==> src/rtl/rs_issue_scheduler.sv <==
// rtl/rs_issue_scheduler.sv - reservation station with CDB wake-up and oldest-ready issue
module rs_issue_scheduler #(
    parameter int DEPTH = 4,
    parameter int TAG_W = 6
) (
    input  logic                       clk,
    input  logic                       rst_n,
    input  logic                       flush,
    input  logic                       disp_valid,
    output logic                       disp_ready,
    input  logic [82:0]                disp_inst,
    input  logic                       cdb_valid,
    input  logic [TAG_W-1:0]           cdb_tag,
    input  logic [31:0]                cdb_value,
    output logic                       issue_valid,
    input  logic                       issue_ready,
    output logic [82:0]                issue_inst,
    output logic [$clog2(DEPTH+1)-1:0] occupancy
);
    localparam int CW = $clog2(DEPTH + 1);
    localparam int IW = (DEPTH > 1) ? $clog2(DEPTH) : 1;

    logic [DEPTH-1:0] ent_valid;
    logic [82:0]      ent_data [DEPTH];
    logic [CW-1:0]    occ_q;

    logic [DEPTH-1:0] nxt_valid;
    logic [82:0]      nxt_data [DEPTH];
    logic [CW-1:0]    nxt_occ;
    logic [DEPTH:0]   ext_valid;
    logic [82:0]      ext_data [DEPTH+1];

    logic             sel_found;
    logic [IW-1:0]    sel_idx;
    logic             issue_fire;
    logic             disp_fire;
    logic [CW-1:0]    wr_idx;

    // Capture a broadcast result into whichever operands are still waiting on its tag.
    function automatic logic [82:0] wake(input logic [82:0] p, input logic cv,
                                         input logic [TAG_W-1:0] tag, input logic [31:0] val);
        logic [82:0] r;
        r = p;
        if (cv && !p[17] && (p[18 +: TAG_W] == tag)) begin
            r[49:18] = val;
            r[17]    = 1'b1;
        end
        if (cv && !p[50] && (p[51 +: TAG_W] == tag)) begin
            r[82:51] = val;
            r[50]    = 1'b1;
        end
        return r;
    endfunction

    always_comb begin
        sel_found = 1'b0;
        sel_idx   = '0;
        for (int i = 0; i < DEPTH; i++) begin
            if (!sel_found && ent_valid[i] && ent_data[i][17] && ent_data[i][50]) begin
                sel_found = 1'b1;
                sel_idx   = IW'(i);
            end
        end
    end

    assign issue_valid = sel_found;
    assign issue_inst  = sel_found ? ent_data[sel_idx] : '0;
    assign disp_ready  = (occ_q < CW'(DEPTH));
    assign occupancy   = occ_q;
    assign issue_fire  = issue_valid & issue_ready;
    assign disp_fire   = disp_valid & disp_ready;
    assign wr_idx      = occ_q - CW'(issue_fire);

    always_comb begin
        for (int i = 0; i < DEPTH; i++) begin
            ext_valid[i] = ent_valid[i];
            ext_data[i]  = ent_data[i];
        end
        ext_valid[DEPTH] = 1'b0;
        ext_data[DEPTH]  = '0;

        for (int i = 0; i < DEPTH; i++) begin
            // Entries at and above the issued slot move down one to keep age order.
            if (issue_fire && (IW'(i) >= sel_idx)) begin
                nxt_valid[i] = ext_valid[i+1];
                nxt_data[i]  = ext_valid[i+1] ? wake(ext_data[i+1], cdb_valid, cdb_tag, cdb_value) : '0;
            end else begin
                nxt_valid[i] = ext_valid[i];
                nxt_data[i]  = ext_valid[i] ? wake(ext_data[i], cdb_valid, cdb_tag, cdb_value) : '0;
            end
            if (disp_fire && (CW'(i) == wr_idx)) begin
                nxt_valid[i] = 1'b1;
                nxt_data[i]  = wake(disp_inst, cdb_valid, cdb_tag, cdb_value);
            end
            if (flush) begin
                nxt_valid[i] = 1'b0;
                nxt_data[i]  = '0;
            end
        end

        nxt_occ = occ_q + CW'(disp_fire) - CW'(issue_fire);
        if (flush) begin
            nxt_occ = '0;
        end
    end

    always_ff @(posedge clk or negedge rst_n) begin
        if (!rst_n) begin
            occ_q     <= '0;
            ent_valid <= '0;
            for (int i = 0; i < DEPTH; i++) begin
                ent_data[i] <= '0;
            end
        end else begin
            occ_q     <= nxt_occ;
            ent_valid <= nxt_valid;
            for (int i = 0; i < DEPTH; i++) begin
                ent_data[i] <= nxt_data[i];
            end
        end
    end
endmodule

==> config.mk <==
export PLATFORM = sky130hd
export DESIGN_NAME = rs_issue_scheduler
export DESIGN_NICKNAME = d
export VERILOG_FILES = /design/src/rtl/rs_issue_scheduler.sv
export SDC_FILE = /design/constraint.sdc
export NUM_CORES = 1
export LEC_CHECK = 0
export ABC_AREA = 1
export CELL_PAD_IN_SITES_DETAIL_PLACEMENT = 2
export CELL_PAD_IN_SITES_GLOBAL_PLACEMENT = 2
export CORE_MARGIN = 4
export CORE_UTILIZATION = 32
export CTS_CLUSTER_DIAMETER = 80
export CTS_CLUSTER_SIZE = 40
export DETAILED_ROUTE_END_ITERATION = 12
export GPL_TIMING_DRIVEN = 0
export PLACE_DENSITY = 0.79
export SYNTH_ARGS = -nofsm -noshare
export SYNTH_HDL_FRONTEND = slang
export SYNTH_SLANG_ARGS = --single-unit
export TNS_END_PERCENT = 30
==> constraint.sdc <==
create_clock -name clk -period 3.55 [get_ports clk]
set_input_delay 0.355 -clock clk [delete_from_list [all_inputs] [get_ports clk]]
set_output_delay 0.355 -clock clk [all_outputs]
set_load 0.05 [all_outputs]
Word level (Yosys, flattened, before mapping)
Index checks and enable logic that the tools add are counted.
- flip-flop bits (word level): 339
- input port bits: 127
- output and inout port bits: 88
- word-level logic and storage cells: 146
- $add $sub $neg: 3
- $lt $le $gt $ge: 6
- equality and inequality tests: 16
- multiplexer cells: 50
- bitwise logic cells: 3
- reductions and logical operators: 57
- operators by type and width (cell ; number):
    $mux W83 ; 19
    $mux W33 ; 10
    $bmux W83 S2 ; 1
    $eq A6 B6 Y1 ; 10
    $logic_and A1 B1 Y1 ; 39
    $mux W1 ; 17
    $logic_not A1 Y1 ; 13
    $reduce_bool A3 Y1 ; 4
    $ne A5 B2 Y1 const B ; 2
    $eq A2 B3 Y1 const A ; 2
    $sub A3 B1 Y3 ; 2
    $ge A1 B2 Y1 const A ; 2
    $ge A2 B2 Y1 const A ; 2
    $mux W2 ; 2
    $ne A4 B2 Y1 const B ; 1
    $add A3 B1 Y3 ; 1
    $eq A1 B3 Y1 const A ; 1
    $ge A3 B3 Y1 const B ; 1
    $logic_not A3 Y1 ; 1
    $lt A3 B3 Y1 const B ; 1
    $mux W3 ; 1
    $not A2 Y3 ; 1
    $and A1 B1 Y1 ; 2

Depth between registers and ports, before layout
- depth in word-level cells: 24
- gate-level depth with buffers: 17
- depth with buffers taken out: 14

Worst setup path before layout
Ideal clock, no wire load.
- kind: reg-to-reg
- start point: register ent_valid[2]
- end point: register ent_data[192] in the netlist's numbering
- setup time: 0.113 ns
- arrival: 2.634 ns
- data required time: 3.437 ns
- setup slack: 0.802 ns
- cell stages (with the launch flop): 14
- path buffers: 3
- clock period less this slack: 2.748 ns
- path through: dfrtp_1 > buf_2 > nand3_2 > nand4_4 > nand3_1 > inv_1 > ha_1 > inv_1 > nor3_1 > clkbuf_1 > clkbuf_1 > a31oi_1 > nand2_1 > inv_1
- RTL lines (what ; RTL line ; source):
    start: declaration ; 23 ; logic [DEPTH-1:0] ent_valid;
    start signal: assignment ; 116 ; ent_valid <= nxt_valid;
    end signal: indexed assignment ; 118 ; ent_data[i] <= nxt_data[i];
    end: declaration ; 24 ; logic [82:0] ent_data [DEPTH];

Worst setup path after layout
- start point: register ent_valid[2]
- end point: output port issue_inst[53]
- word-level cells in the longest chain between the ends: 14
- elaborated cells on any way between the ends: 16
- those cells by class: mux: 8; bitwise: 1; reduce/logical: 7
- RTL lines (what ; RTL line ; source):
    $logic_and A1 B1 Y1 * (3 in series) ; 59 ; if (!sel_found && ent_valid[i] && ent_data[i][17] && ent_data[i][50]) begin
    $mux W1 ; 59 ;
    $logic_not A1 Y1 ; 59 ;
    $logic_and A1 B1 Y1 (3 in series) ; 59 ;
    $mux W2 ; 59 ;
    $not A2 Y3 (not written as such) ; 67 ; assign issue_inst = sel_found ? ent_data[sel_idx] : '0;
    $bmux W83 S2 ; 67 ;
    $mux W83 (not written as such) (2 in series) ; 67 ;
    $mux W83 * ; 67 ;
    end: declaration ; 17 ; output logic [82:0] issue_inst,
Every way passes the cells marked *; elsewhere a longest branch is shown, timed or not. The select of a mux whose other input is x is not followed.

==> results.toml <==
[outcome]
outcome = "finished with violations"
violations = "negative setup slack"

[cts]
h-tree-depth = 2
clock_sinks = 339
clock_latency_ns = 0.62
cts_tree = "built"
root_buffer = "clkbuf_16"
cts_made_buffers = 38
clockBufferDepth = 3
clk_pin_slew_ns = 0.08

[logic_synthesis]
synthArstFlopShare = 1.00
postSynthCellCount = 4389
ys_types = 36
seq_area_frac_synth = 0.315
ys.warnings.count = 0
yosysTopAreaCellShare = 0.315
synth.area.top_cells = "dfrtp_1 32%, nand2_1 20%, nand3_1 8.3%"
netlist_area_mm2 = 0.0269
synth_ff_type = "dfrtp_1"
synthesis.nets = 4519
syn_area_per_cell_um2 = 6.14
synth_edf_count = 0
synth_area_leader_cell = "dfrtp_1"
ys_seq_elements = 339

[detailed_routing]
first_pass_iters = 6
avgViaCountPerCell = 6.01
routed_wl_um = 175000
vias = 34600
ant_nets = 0
drtIter0Drc = 3192
wl_per_cell_um = 30.4
drc_errors = 0

[worst_setup_path]
crit_path_end_kind = "output pin"
cp.required_ns = 3.19
critPathMaxFanout = 10
cp.arrival_ns = 3.24
startpoint_type = "flip-flop"
critical_path_class = "reg -> out"

[power]
power_uw = 15000
ir_drop_mv = 0.457
power_density_mw_per_mm2 = 468
leakagePower_uw = 0.0162

[placement]
dp.cells = 5686
portBuffers = 213
place_ws_ns = -1.22
hpwl_um = 134000
place_congestion = 0.983

[floorplan]
initial_core_util = 0.322
die_y_um = 298
coreArea_mm2 = 0.0836
die-area_mm2 = 0.0889
placementRows = 106
die_w_um = 298
pin_count = 215

[timing]
maxClockFrequency_mhz = 278
fin_crit_ns = 3.60
hold_ws_ns = 0.264
min_period_over_period = 1.01
setup_violations = 8
hold_viol = 0
relSlewSlack = 0.125
rsz0062_at_grt = "yes"
setup_slack_ns = -0.0482
slew_violations = 0
clock_skew_ns = 0.0327
worst_pin_slew_ns = 1.31

[finish]
fin_cells = 5767
multi_input_area_mm2 = 0.0150
drive_gt1_frac = 0.0859
ff_latch_area_mm2 = 0.00849
area_growth_pct = 18.6
layout.nets = 4781
nFillCells = 10500

[grt]
grt_max_degree = 89
grt_pass1_wl_um = 252000
antenna_found_initial = 6
met2_usage = 0.622
grt.met3_usage = 0.104
overflow = 0
grt_usage = 0.381
top_usage_layer = "met2"
grtUsageMet1 = 0.472
grt_pass1_vias = 37000

[run]
cap_violations = 0

[worst_hold_path]
hold_path.class = "in -> async"
worst max-delay path: stages, from the launching register on:
cell and delay [ns]:
dfrtp_1 0.38, buf_2 0.20, nand3_2 0.19, nand4_4 0.17, inv_2 0.48, clkbuf_1 0.63, a21oi_1 0.16, clkdlybuf4s15_2 0.38
sequential cells by signal, indices dropped and copies added (netlist names):
| register | flops |
|---|---|
| ent_data | 332 |
| ent_valid | 4 |
| occupancy | 3 |
power breakdown:
group	internal, uW	total, uW	leakage (uW)	switching, uW
registers	4360	4710	0.00465	345
clock network	2520	4730	0.000656	2220
logic	1410	5510	0.0109	4100
cells in the mapped netlist (4+ instances only):
master,instances
a21oi_1,377
a31oi_1,65
buf_1,21
buf_2,126
buf_4,21
buf_6,8
clkbuf_1,206
dfrtp_1,339
inv_1,467
inv_2,16
nand2_1,1406
nand3_1,449
nand3_2,4
nand4_1,328
nor2_1,158
nor2_2,8
o211ai_1,90
o21ai_0,204
o21ai_1,61
xor2_1,11
metrics by stage:
step	cell area, um^2	utilization	TNS (ns)
5_1_grt	31900	0.382	-0.0577
3_3_place_gp	30400	0.364	-5327.59
2_1_floorplan	26900	-	0
4_1_cts	31900	0.382	-0.862
6_report	31900	0.382	-0.261
3_5_place_dp	30500	0.365	-105.72
layout make-up:
type | instances | share of cell area
multi-input cells | 3184 | 0.469
well taps | 1080 | 0.0423
repair inverters | 1 | 0.000235
clock buffers | 46 | 0.0333
diodes | 6 | 0.000470
clock inverters | 24 | 0.00987
inverters | 484 | 0.0570
plain buffers | 382 | 0.0596
flip-flops and latches | 339 | 0.266
repair buffers | 221 | 0.0622
logic make-up after synthesis:
| logic type | count (synthesis) | synth area share |
|---|---|---|
| AO/OA/AOI/OAI | 802 | 0.161 |
| XOR/XNOR | 13 | 0.00423 |
| adder cells (fa/ha/maj) | 3 | 0.00167 |
| buffers and inverters | 866 | 0.132 |
| flip-flops | 339 | 0.315 |
| AND/OR/NAND/NOR | 2366 | 0.387 |
final timing paths:
check	startpoint	depth (start not counted)	end	slack, ns
min reg2reg	ent_data[293]	2	ent_data[293]	0.49
max	ent_valid[2]	7	issue_inst[53]	-0.05
min	rst_n	2	ent_data[234]	0.26
max in group asynchronous	rst_n	4	ent_data[133]	1.95
min in group clk	disp_inst[12]	3	ent_data[178]	0.46
max reg2reg	ent_valid[2]	16	ent_data[299]	0.01
placed cells by master, fill, tap and decap left out, types with 3 or more instances in the layout:
cell type,instances
nand2_1,1405
inv_1,466
nand3_1,449
a21oi_1,364
dfrtp_1,336
nand4_1,328
o21ai_0,194
clkbuf_1,180
nor2_1,158
buf_2,157
clkdlybuf4s50_1,131
o211ai_1,90
o21ai_1,68
a31oi_1,65
buf_4,59
clkbuf_16,41
buf_1,21
inv_2,16
buf_6,15
clkbuf_2,15
a21oi_2,13
clkbuf_4,12
xor2_1,11
nor2_2,8
clkinvlp_4,8
diode_2,6
inv_6,6
bufinv_16,4
buf_16,4
clkdlybuf4s15_2,4
nand3_2,3
nand2_4,3
nor3_4,3
o22ai_1,3
buf_8,3
o21ai_2,3
clkbuf_8,3
inv_12,3
dfrtp_2,3
timing repair:
action,CTS,global route
buffers inserted,2,1
endpoints found under the hold margin,53,0
cloned,1,0
resized for setup,479,64
setup endpoints to repair,218,146
pin swaps,2,2
hold buffers,1,0
layer usage:
| metal | share of wire | vias up |
|---|---|---|
| li1 | - | 15100 |
| met4 | 0.049 | 10 |
| met1 | 0.40 | 17500 |
| met5 | 0.0025 | - |
| met3 | 0.092 | 466 |
| met2 | 0.45 | 1650 |
(Power assumes the default switching activity.)
